[config.mk]
export PLATFORM = sky130hd
export DESIGN_NAME = shift_pipe
export DESIGN_NICKNAME = d
export VERILOG_FILES = /design/src/rtl/shift_pipe.sv
export SDC_FILE = /design/constraint.sdc
export NUM_CORES = 1
export LEC_CHECK = 0
export ABC_AREA = 1
export CORE_MARGIN = 3
export CORE_UTILIZATION = 45
export CTS_BUF_LIST = sky130_fd_sc_hd__clkbuf_16
export CTS_CLUSTER_DIAMETER = 40
export DETAILED_ROUTE_END_ITERATION = 10
export DONT_BUFFER_PORTS = 1
export PLACE_DENSITY = 0.71
export SLEW_MARGIN = 30
export SYNTH_ARGS = -nofsm -noshare
export SYNTH_HDL_FRONTEND = slang
export SYNTH_SLANG_ARGS = --single-unit
[constraint.sdc]
create_clock -name clock -period 1.5 [get_ports clock]
set_input_delay 0.3 -clock clock [delete_from_list [all_inputs] [get_ports clock]]
set_output_delay 0.3 -clock clock [all_outputs]
set_load 0.02 [all_outputs]
[src/rtl/shift_pipe.sv]
// Pipelined log barrel shifter (SLL/SRL/SRA/ROR) with tag sideband and valid/ready flow control.
// Define SHIFT_PIPE_STICKY_EN to drive out_sticky with the OR of all discarded bits.
module shift_pipe #(
  parameter int unsigned WIDTH      = 32,
  parameter int unsigned PIPE_DEPTH = 2,
  parameter int unsigned TAG_W      = 4
) (
  input  logic                     clock,
  input  logic                     reset,
  input  logic                     in_valid,
  output logic                     in_ready,
  input  logic [WIDTH-1:0]         in_data,
  input  logic [$clog2(WIDTH)-1:0] in_amt,
  input  logic [1:0]               in_op,
  input  logic [TAG_W-1:0]         in_tag,
  output logic                     out_valid,
  input  logic                     out_ready,
  output logic [WIDTH-1:0]         out_data,
  output logic [TAG_W-1:0]         out_tag,
  output logic                     out_sticky
);

  localparam int AmtW  = $clog2(WIDTH);
  localparam int Depth = int'(PIPE_DEPTH);
  localparam int Last  = Depth - 1;

  localparam logic [1:0] OpSll = 2'b00;
  localparam logic [1:0] OpSrl = 2'b01;
  localparam logic [1:0] OpSra = 2'b10;

  // First mux level handled by stage s; levels run largest shift first.
  function automatic int lvl_lo(input int s);
    return (s * AmtW) / Depth;
  endfunction

  function automatic logic [WIDTH-1:0] shift_lvl(input logic [WIDTH-1:0] d,
                                                 input logic [1:0] op, input int sh);
    logic [WIDTH-1:0] ones;
    logic [WIDTH-1:0] r;
    ones = '1;
    unique case (op)
      OpSll:   r = d << sh;
      OpSrl:   r = d >> sh;
      OpSra:   r = (d >> sh) | (d[WIDTH-1] ? ~(ones >> sh) : '0);
      default: r = (d >> sh) | (d << (WIDTH - sh));
    endcase
    return r;
  endfunction

`ifdef SHIFT_PIPE_STICKY_EN
  function automatic logic lost_bits(input logic [WIDTH-1:0] d, input logic [1:0] op,
                                     input int sh);
    logic [WIDTH-1:0] ones;
    logic             r;
    ones = '1;
    unique case (op)
      OpSll:        r = |(d & ~(ones >> sh));
      OpSrl, OpSra: r = |(d & ~(ones << sh));
      default:      r = 1'b0;
    endcase
    return r;
  endfunction
`endif

  logic [Depth-1:0]            valid_q, load, src_valid;
  logic [Depth-1:0][WIDTH-1:0] data_q, data_d, src_data;
  logic [Depth-1:0][AmtW-1:0]  amt_q, src_amt;
  logic [Depth-1:0][1:0]       op_q, src_op;
  logic [Depth-1:0][TAG_W-1:0] tag_q, src_tag;
`ifdef SHIFT_PIPE_STICKY_EN
  logic [Depth-1:0]            sticky_q, sticky_d, src_sticky;
`endif

  for (genvar s = 0; s < Depth; s++) begin : g_src
    if (s == 0) begin : g_head
      assign src_valid[s] = in_valid;
      assign src_data[s]  = in_data;
      assign src_amt[s]   = in_amt;
      assign src_op[s]    = in_op;
      assign src_tag[s]   = in_tag;
`ifdef SHIFT_PIPE_STICKY_EN
      assign src_sticky[s] = 1'b0;
`endif
    end else begin : g_body
      assign src_valid[s] = valid_q[s-1];
      assign src_data[s]  = data_q[s-1];
      assign src_amt[s]   = amt_q[s-1];
      assign src_op[s]    = op_q[s-1];
      assign src_tag[s]   = tag_q[s-1];
`ifdef SHIFT_PIPE_STICKY_EN
      assign src_sticky[s] = sticky_q[s-1];
`endif
    end
  end

  // A stage may load if it or any stage downstream of it has a hole, or the output drains.
  always_comb begin
    load = '0;
    for (int s = 0; s < Depth; s++) begin
      load[s] = out_ready | (((~valid_q) >> s) != '0);
    end
  end

  assign in_ready = load[0];

  always_comb begin
    data_d = src_data;
`ifdef SHIFT_PIPE_STICKY_EN
    sticky_d = src_sticky;
`endif
    for (int s = 0; s < Depth; s++) begin
      for (int l = 0; l < AmtW; l++) begin
        if (l >= lvl_lo(s) && l < lvl_lo(s + 1) && src_amt[s][AmtW-1-l]) begin
`ifdef SHIFT_PIPE_STICKY_EN
          sticky_d[s] = sticky_d[s] | lost_bits(data_d[s], src_op[s], 1 << (AmtW - 1 - l));
`endif
          data_d[s] = shift_lvl(data_d[s], src_op[s], 1 << (AmtW - 1 - l));
        end
      end
    end
  end

  always_ff @(posedge clock) begin
    if (!reset) begin
      valid_q  <= '0;
      data_q   <= '0;
      amt_q    <= '0;
      op_q     <= '0;
      tag_q    <= '0;
`ifdef SHIFT_PIPE_STICKY_EN
      sticky_q <= '0;
`endif
    end else begin
      for (int s = 0; s < Depth; s++) begin
        if (load[s]) begin
          valid_q[s] <= src_valid[s];
          // Payload only moves with a real entry, so an idle output keeps its last value.
          if (src_valid[s]) begin
            data_q[s]   <= data_d[s];
            amt_q[s]    <= src_amt[s];
            op_q[s]     <= src_op[s];
            tag_q[s]    <= src_tag[s];
`ifdef SHIFT_PIPE_STICKY_EN
            sticky_q[s] <= sticky_d[s];
`endif
          end
        end
      end
    end
  end

  // Amount and op of the output stage are never consumed.
  logic unused_last;
  assign unused_last = ^{amt_q[Last], op_q[Last]};

  assign out_valid = valid_q[Last];
  assign out_data  = data_q[Last];
  assign out_tag   = tag_q[Last];
`ifdef SHIFT_PIPE_STICKY_EN
  assign out_sticky = sticky_q[Last];
`else
  assign out_sticky = 1'b0;
`endif

endmodule

Yosys cells after proc, flatten, opt, wreduce, memory -nomap -nowiden
Index checks and enable logic that the tools add are counted.
{"block": "totals", "wordCells": 45, "output_inout_bits": 39, "input_bits": 47, "register_bits": 79}
{"block": "op_classes", "muxes": 15, "reduce_logical": 5, "n_bitwise": 13, "n_eq_ne": 4}
{"cell": "one-hot mux 32 bit (3 select lines)", "count": 5}
{"cell": "two-way mux 32 bit", "count": 10}
{"cell": "OR 16 x 32 -> 32 bit", "count": 2}
{"cell": "OR 24 x 32 -> 32 bit", "count": 2}
{"cell": "OR 28 x 32 -> 32 bit", "count": 2}
{"cell": "OR 30 x 32 -> 32 bit", "count": 2}
{"cell": "OR 31 x 32 -> 32 bit", "count": 2}
{"cell": "equality test 2 x 1 -> 1 bit (second input constant)", "count": 2}
{"cell": "equality test 2 bit (second input constant)", "count": 2}
{"cell": "logical NOT 2 bit", "count": 2}
{"cell": "AND reduction 2 bit", "count": 2}
{"cell": "NOT 2 bit", "count": 1}
{"cell": "OR 1 bit", "count": 2}
{"cell": "nonzero test 2 bit", "count": 1}

Logic depth before layout (Yosys ltp)
{"block": "logic_depth", "word_depth": 12, "ltp_mapped": 13, "depth_no_buf": 13}

Worst setup path after synthesis
No wires, ideal clock.
{"block": "synth_path", "kind": "flip-flop to flip-flop", "from": "register valid_q[1]", "to": "register data_q[22] (netlist name)", "setup_ns": 0.116, "arrival_time_ns": 1.560, "synth_period_minus_slack_ns": 1.676, "required_ns": 1.384, "path_stages_with_launch": 8, "path_buffers": 2, "setup_slack_ns": -0.176, "path_cell_list": "dfxtp_1 > nand3_1 > nand2_1 > inv_1 > buf_2 > buf_2 > o211ai_1 > inv_1"}
{"block": "synth_via", "elab_chain_cells": 4}
{"item": "start, declared", "line_no": "65", "source": "logic [Depth-1:0] valid_q, load, src_valid;"}
{"item": "start signal, assigned by index", "line_no": "136", "source": "valid_q[s] <= src_valid[s];"}
{"item": "NOT 2 bit", "line_no": "100", "source": "load[s] = out_ready | (((~valid_q) >> s) != '0);"}
{"item": "nonzero test 2 bit", "line_no": "100"}
{"item": "OR 1 bit", "line_no": "100"}
{"item": "via in_ready", "line_no": "11", "source": "output logic in_ready,"}
{"item": "AND reduction 2 bit (no source line)"}
{"item": "end signal, assigned by index", "line_no": "139", "source": "data_q[s] <= data_d[s];"}
{"item": "end, declared", "line_no": "66", "source": "logic [Depth-1:0][WIDTH-1:0] data_q, data_d, src_data;"}
The timed path passes the listed nets, and every way through them passes these cells.
A chain may end at the register's enable or synchronous reset.

Worst setup path after layout
{"block": "layout_path", "from": "register op_q[1] (netlist name)", "to": "register data_q, in the netlist out_data[25]"}
{"block": "layout_via", "elab_chain_cells": 9, "elab_cells_between_ends": 13, "classes_between": "2 x eq/ne; 6 x mux; 4 x bitwise; 1 x reduce/logical"}
{"item": "start, declared", "line_no": "68", "source": "logic [Depth-1:0][1:0] op_q, src_op;"}
{"item": "start signal, assigned by index", "line_no": "141", "source": "op_q[s] <= src_op[s];"}
{"item": "equality test 2 bit, or another cell as far along", "line_no": "41", "source": "unique case (op)"}
{"item": "one-hot mux 32 bit (3 select lines)", "line_no": "41"}
{"item": "two-way mux 32 bit", "line_no": "113", "source": "if (l >= lvl_lo(s) && l < lvl_lo(s + 1) && src_amt[s][AmtW-1-l]) begin"}
{"item": "OR 30 x 32 -> 32 bit (on tied branches)", "line_no": "45, 44"}
{"item": "one-hot mux 32 bit (3 select lines)", "line_no": "41"}
{"item": "two-way mux 32 bit", "line_no": "113"}
{"item": "OR 31 x 32 -> 32 bit (on tied branches)", "line_no": "45, 44"}
{"item": "one-hot mux 32 bit (3 select lines)", "line_no": "41"}
{"item": "two-way mux 32 bit *", "line_no": "113"}
Mark *: on every way between the ends. The rest lies on a longest branch, timed or not.

==> impl_metrics.env <==
export IMPL_synth_area_um2=6110
export IMPL_fin_nets=1071
export IMPL_powerDensity_nw_per_um2=912.2
export IMPL_start_kind="flip-flop"
export IMPL_die_h_um=122.5
export IMPL_diodes=0
export IMPL_syn_inst=1010
export IMPL_stdcell_count=1201
export IMPL_finClkSkew_ps=7.457
export IMPL_grt_start_max_net_pins=67
export IMPL_clkSlewWorstSetupHoldPaths_ps=70
export IMPL_holdPathEnd="valid_q[0]$_SDFFE_PN0N_"
export IMPL_min_from="reset"
export IMPL_maxSlewViolCount=0
export IMPL_path_cells="nor2_4 > buf_6 > buf_6 > buf_6 > nor2_4 > buf_6 > nand4_1 > o21ai_1 > nor2_1 > nor2_1"
export IMPL_fin_crit_ps=1670
export IMPL_path_max_fanout=7
export IMPL_synth_seq_cells=79
export IMPL_n_fill_cell=1287
export IMPL_drtIter0Drc=766
export IMPL_finalWorstSetupSlack_ps=-170.2
export IMPL_first_global_vias=6470
export IMPL_clk_insertion_delay_late_ps=350
export IMPL_outcome="finished, violations left"
export IMPL_slowest_delay_ps=360
export IMPL_ant_nets=0
export IMPL_ys_types=35
export IMPL_design_area_um2=7371
export IMPL_hold_violations=0
export IMPL_leakage_uw=0.003279
export IMPL_dpl_instance_area_um2=6549
export IMPL_startpoint="op_q[1]$_SDFFE_PN0P_"
export IMPL_place_ws_ps=-167.3
export IMPL_io_buffers=0
export IMPL_grt_usage=0.2690
export IMPL_clk_path_buf_depth=2
export IMPL_ys_warn_count=0
export IMPL_synth_seq_area_share=0.2589
export IMPL_cts_root_buf="clkbuf_16"
export IMPL_violations="negative setup slack"
export IMPL_peakVddDrop_mv=0.6405
export IMPL_cts_sinks=79
export IMPL_crit_arrival_ps=1920
export IMPL_routedWlPerCell_um=17.08
export IMPL_rsz0062_at_grt="true"
export IMPL_avgViaCountPerCell=5.896
export IMPL_r2r_start="op_q[1]$_SDFFE_PN0P_"
export IMPL_slowest_stage="dfxtp_4"
export IMPL_cpMostUsedCell="buf_6"
export IMPL_synth_nets=1057
export IMPL_hold_class="input port to flip-flop"
export IMPL_grt_overflow=0
export IMPL_multi_input_area_um2=4025
export IMPL_reg2reg_slack_ps=-170
export IMPL_cts_made_buffers=9
export IMPL_r2r_end="out_data[25]$_SDFFE_PN0P_"
export IMPL_core_area_um2=12930
export IMPL_cp_required_ps=1750
export IMPL_fin_crit_sh=1.113
export IMPL_drc=0
export IMPL_seq_area_um2=1588
export IMPL_numPlacedInstances=1168
export IMPL_avgSynthCellArea_um2=6.049
export IMPL_finalWirelength_um=20520
export IMPL_power_uw=6724
export IMPL_grt_pass1_wl_um=32310
export IMPL_initial_utilization=0.4726
export IMPL_dr_pass1_iters=9
export IMPL_worstSetupPathType="flip-flop to flip-flop"
export IMPL_clock_fmax_mhz=598.7
export IMPL_drive_gt1_frac=0.2177
export IMPL_finalSetupViolations=32
export IMPL_gp_congestion=0.9855
export IMPL_fp_dieW_um=122.5
export IMPL_vias=7081
export IMPL_rr_worst_depth=10
export IMPL_end_kind="flip-flop"
export IMPL_die_area_um2=15010
export IMPL_area_growth_pct=20.64
export IMPL_cap_violations=0
export IMPL_htree_levels=3
export IMPL_whs_path_depth=2
export IMPL_rows=41
export IMPL_cts_tree="built"
export IMPL_whs_ps=60.28
export IMPL_boundaryPins=86
export IMPL_hpwl_um=14430
export IMPL_antenna_found_initial=0
## through the flow
| step | setup TNS (ps) | util |
|---|---|---|
| 3_5_place_dp | -3422 | 0.5066 |
| 5_1_grt | -6347 | 0.5702 |
| 2_1_floorplan | 0 | - |
| 4_1_cts | -1673 | 0.5544 |
| 3_3_place_gp | -2325 | 0.5066 |
| 6_report | -3442 | 0.5702 |
## Yosys cell counts (all sizes together)
cell type    n  area share
dfxtp       79        0.26
conb         1     0.00061
nor3         1     0.00082
a31oi       13       0.013
nand3      118       0.098
clkbuf      29       0.018
o22ai        2      0.0020
o21ai      151        0.13
o21a         1      0.0012
nor2       120       0.079
nand4       46       0.047
a31o         2      0.0029
a21oi       70       0.065
o221ai       1      0.0014
nand2      209        0.13
buf         69       0.075
inv         75       0.046
a32oi        3      0.0043
clkinv       1     0.00061
o211ai      12       0.018
a22o         7       0.010
## area by class of cell
type                            count  share of cell area
Tap cell                          172             0.02920
Clock buffer                        9             0.03056
Inverter                           76             0.03904
Multi-Input combinational cell    759              0.5461
Sequential cell                    79              0.2154
Timing Repair Buffer               99              0.1312
Clock inverter                      7            0.008488
## flip-flops by register name, summed over array words and instances (netlist names)
signal    count
amt_q         3
data_q       32
op_q          2
out_data     32
out_tag       4
src_tag       4
valid_q       2
## layer usage
| layer | routed length (µm) | GRT usage | vias to the layer above |
|---|---|---|---|
| li1 | - | - | 3441 |
| met1 | 8728 | 0.3493 | 3199 |
| met2 | 8947 | 0.4167 | 361 |
| met3 | 1869 | 0.06820 | 80 |
| met4 | 969 | 0.1295 | 0 |
| met5 | 0 | 0 | - |
## cells in the final DEF, fill, tap and decap left out, types with 13 or more instances in the layout
cell type,instances
dfxtp_1,76
nand2_1,199
o21ai_2,14
a31oi_1,13
a21oi_1,55
a21oi_2,14
buf_6,13
o21ai_0,102
nand4_1,46
nand3_1,84
nand3_2,33
o21ai_1,32
nor2_1,108
buf_4,73
inv_1,66
## how the worst max path moves through the flow
stage / cells after the start / end
after floorplan: 9 / out_data[22]$_SDFFE_PN0P_
after global placement: 9 / out_data[16]$_SDFFE_PN0P_
after detailed placement: 10 / out_data[3]$_SDFFE_PN0P_
after CTS: 9 / out_data[6]$_SDFFE_PN0P_
after global routing: 11 / out_data[30]$_SDFFE_PN0P_
final: 10 / out_data[25]$_SDFFE_PN0P_
## what timing repair did
action / 4_1_cts / 5_1_grt
resized for setup: 55 / 51
cloned: 5 / 2
hold buffers: 0 / 0
setup endpoints to repair: 32 / 32
pin swaps: 20 / 29
setup buffers: 7 / 4
## critical path, delay by kind of cell (launching register included)
| family | cells | cell delay (ps) |
|---|---|---|
| AOI/OAI and AO/OA | 1 | 70 |
| DFF | 1 | 360 |
| and+or+nand+nor | 5 | 600 |
| buffers and inverters | 4 | 530 |
## kinds of logic after synthesis
kind of cell | Yosys count | synth area share
AO/OA/AOI/OAI | 262 | 0.2460
buffers and inverters | 174 | 0.1393
flip-flops | 79 | 0.2589
other | 1 | 0.0006138
AND/OR/NAND/NOR | 494 | 0.3553
## where the power goes
group          total (µW)  switching (µW)  internal, µW
Sequential           2510             245          2260
Clock                2160             999          1160
Combinational        2050            1240           810
Total                6720            2490          4240
Note: power is estimated with default switching activity, not from simulation.
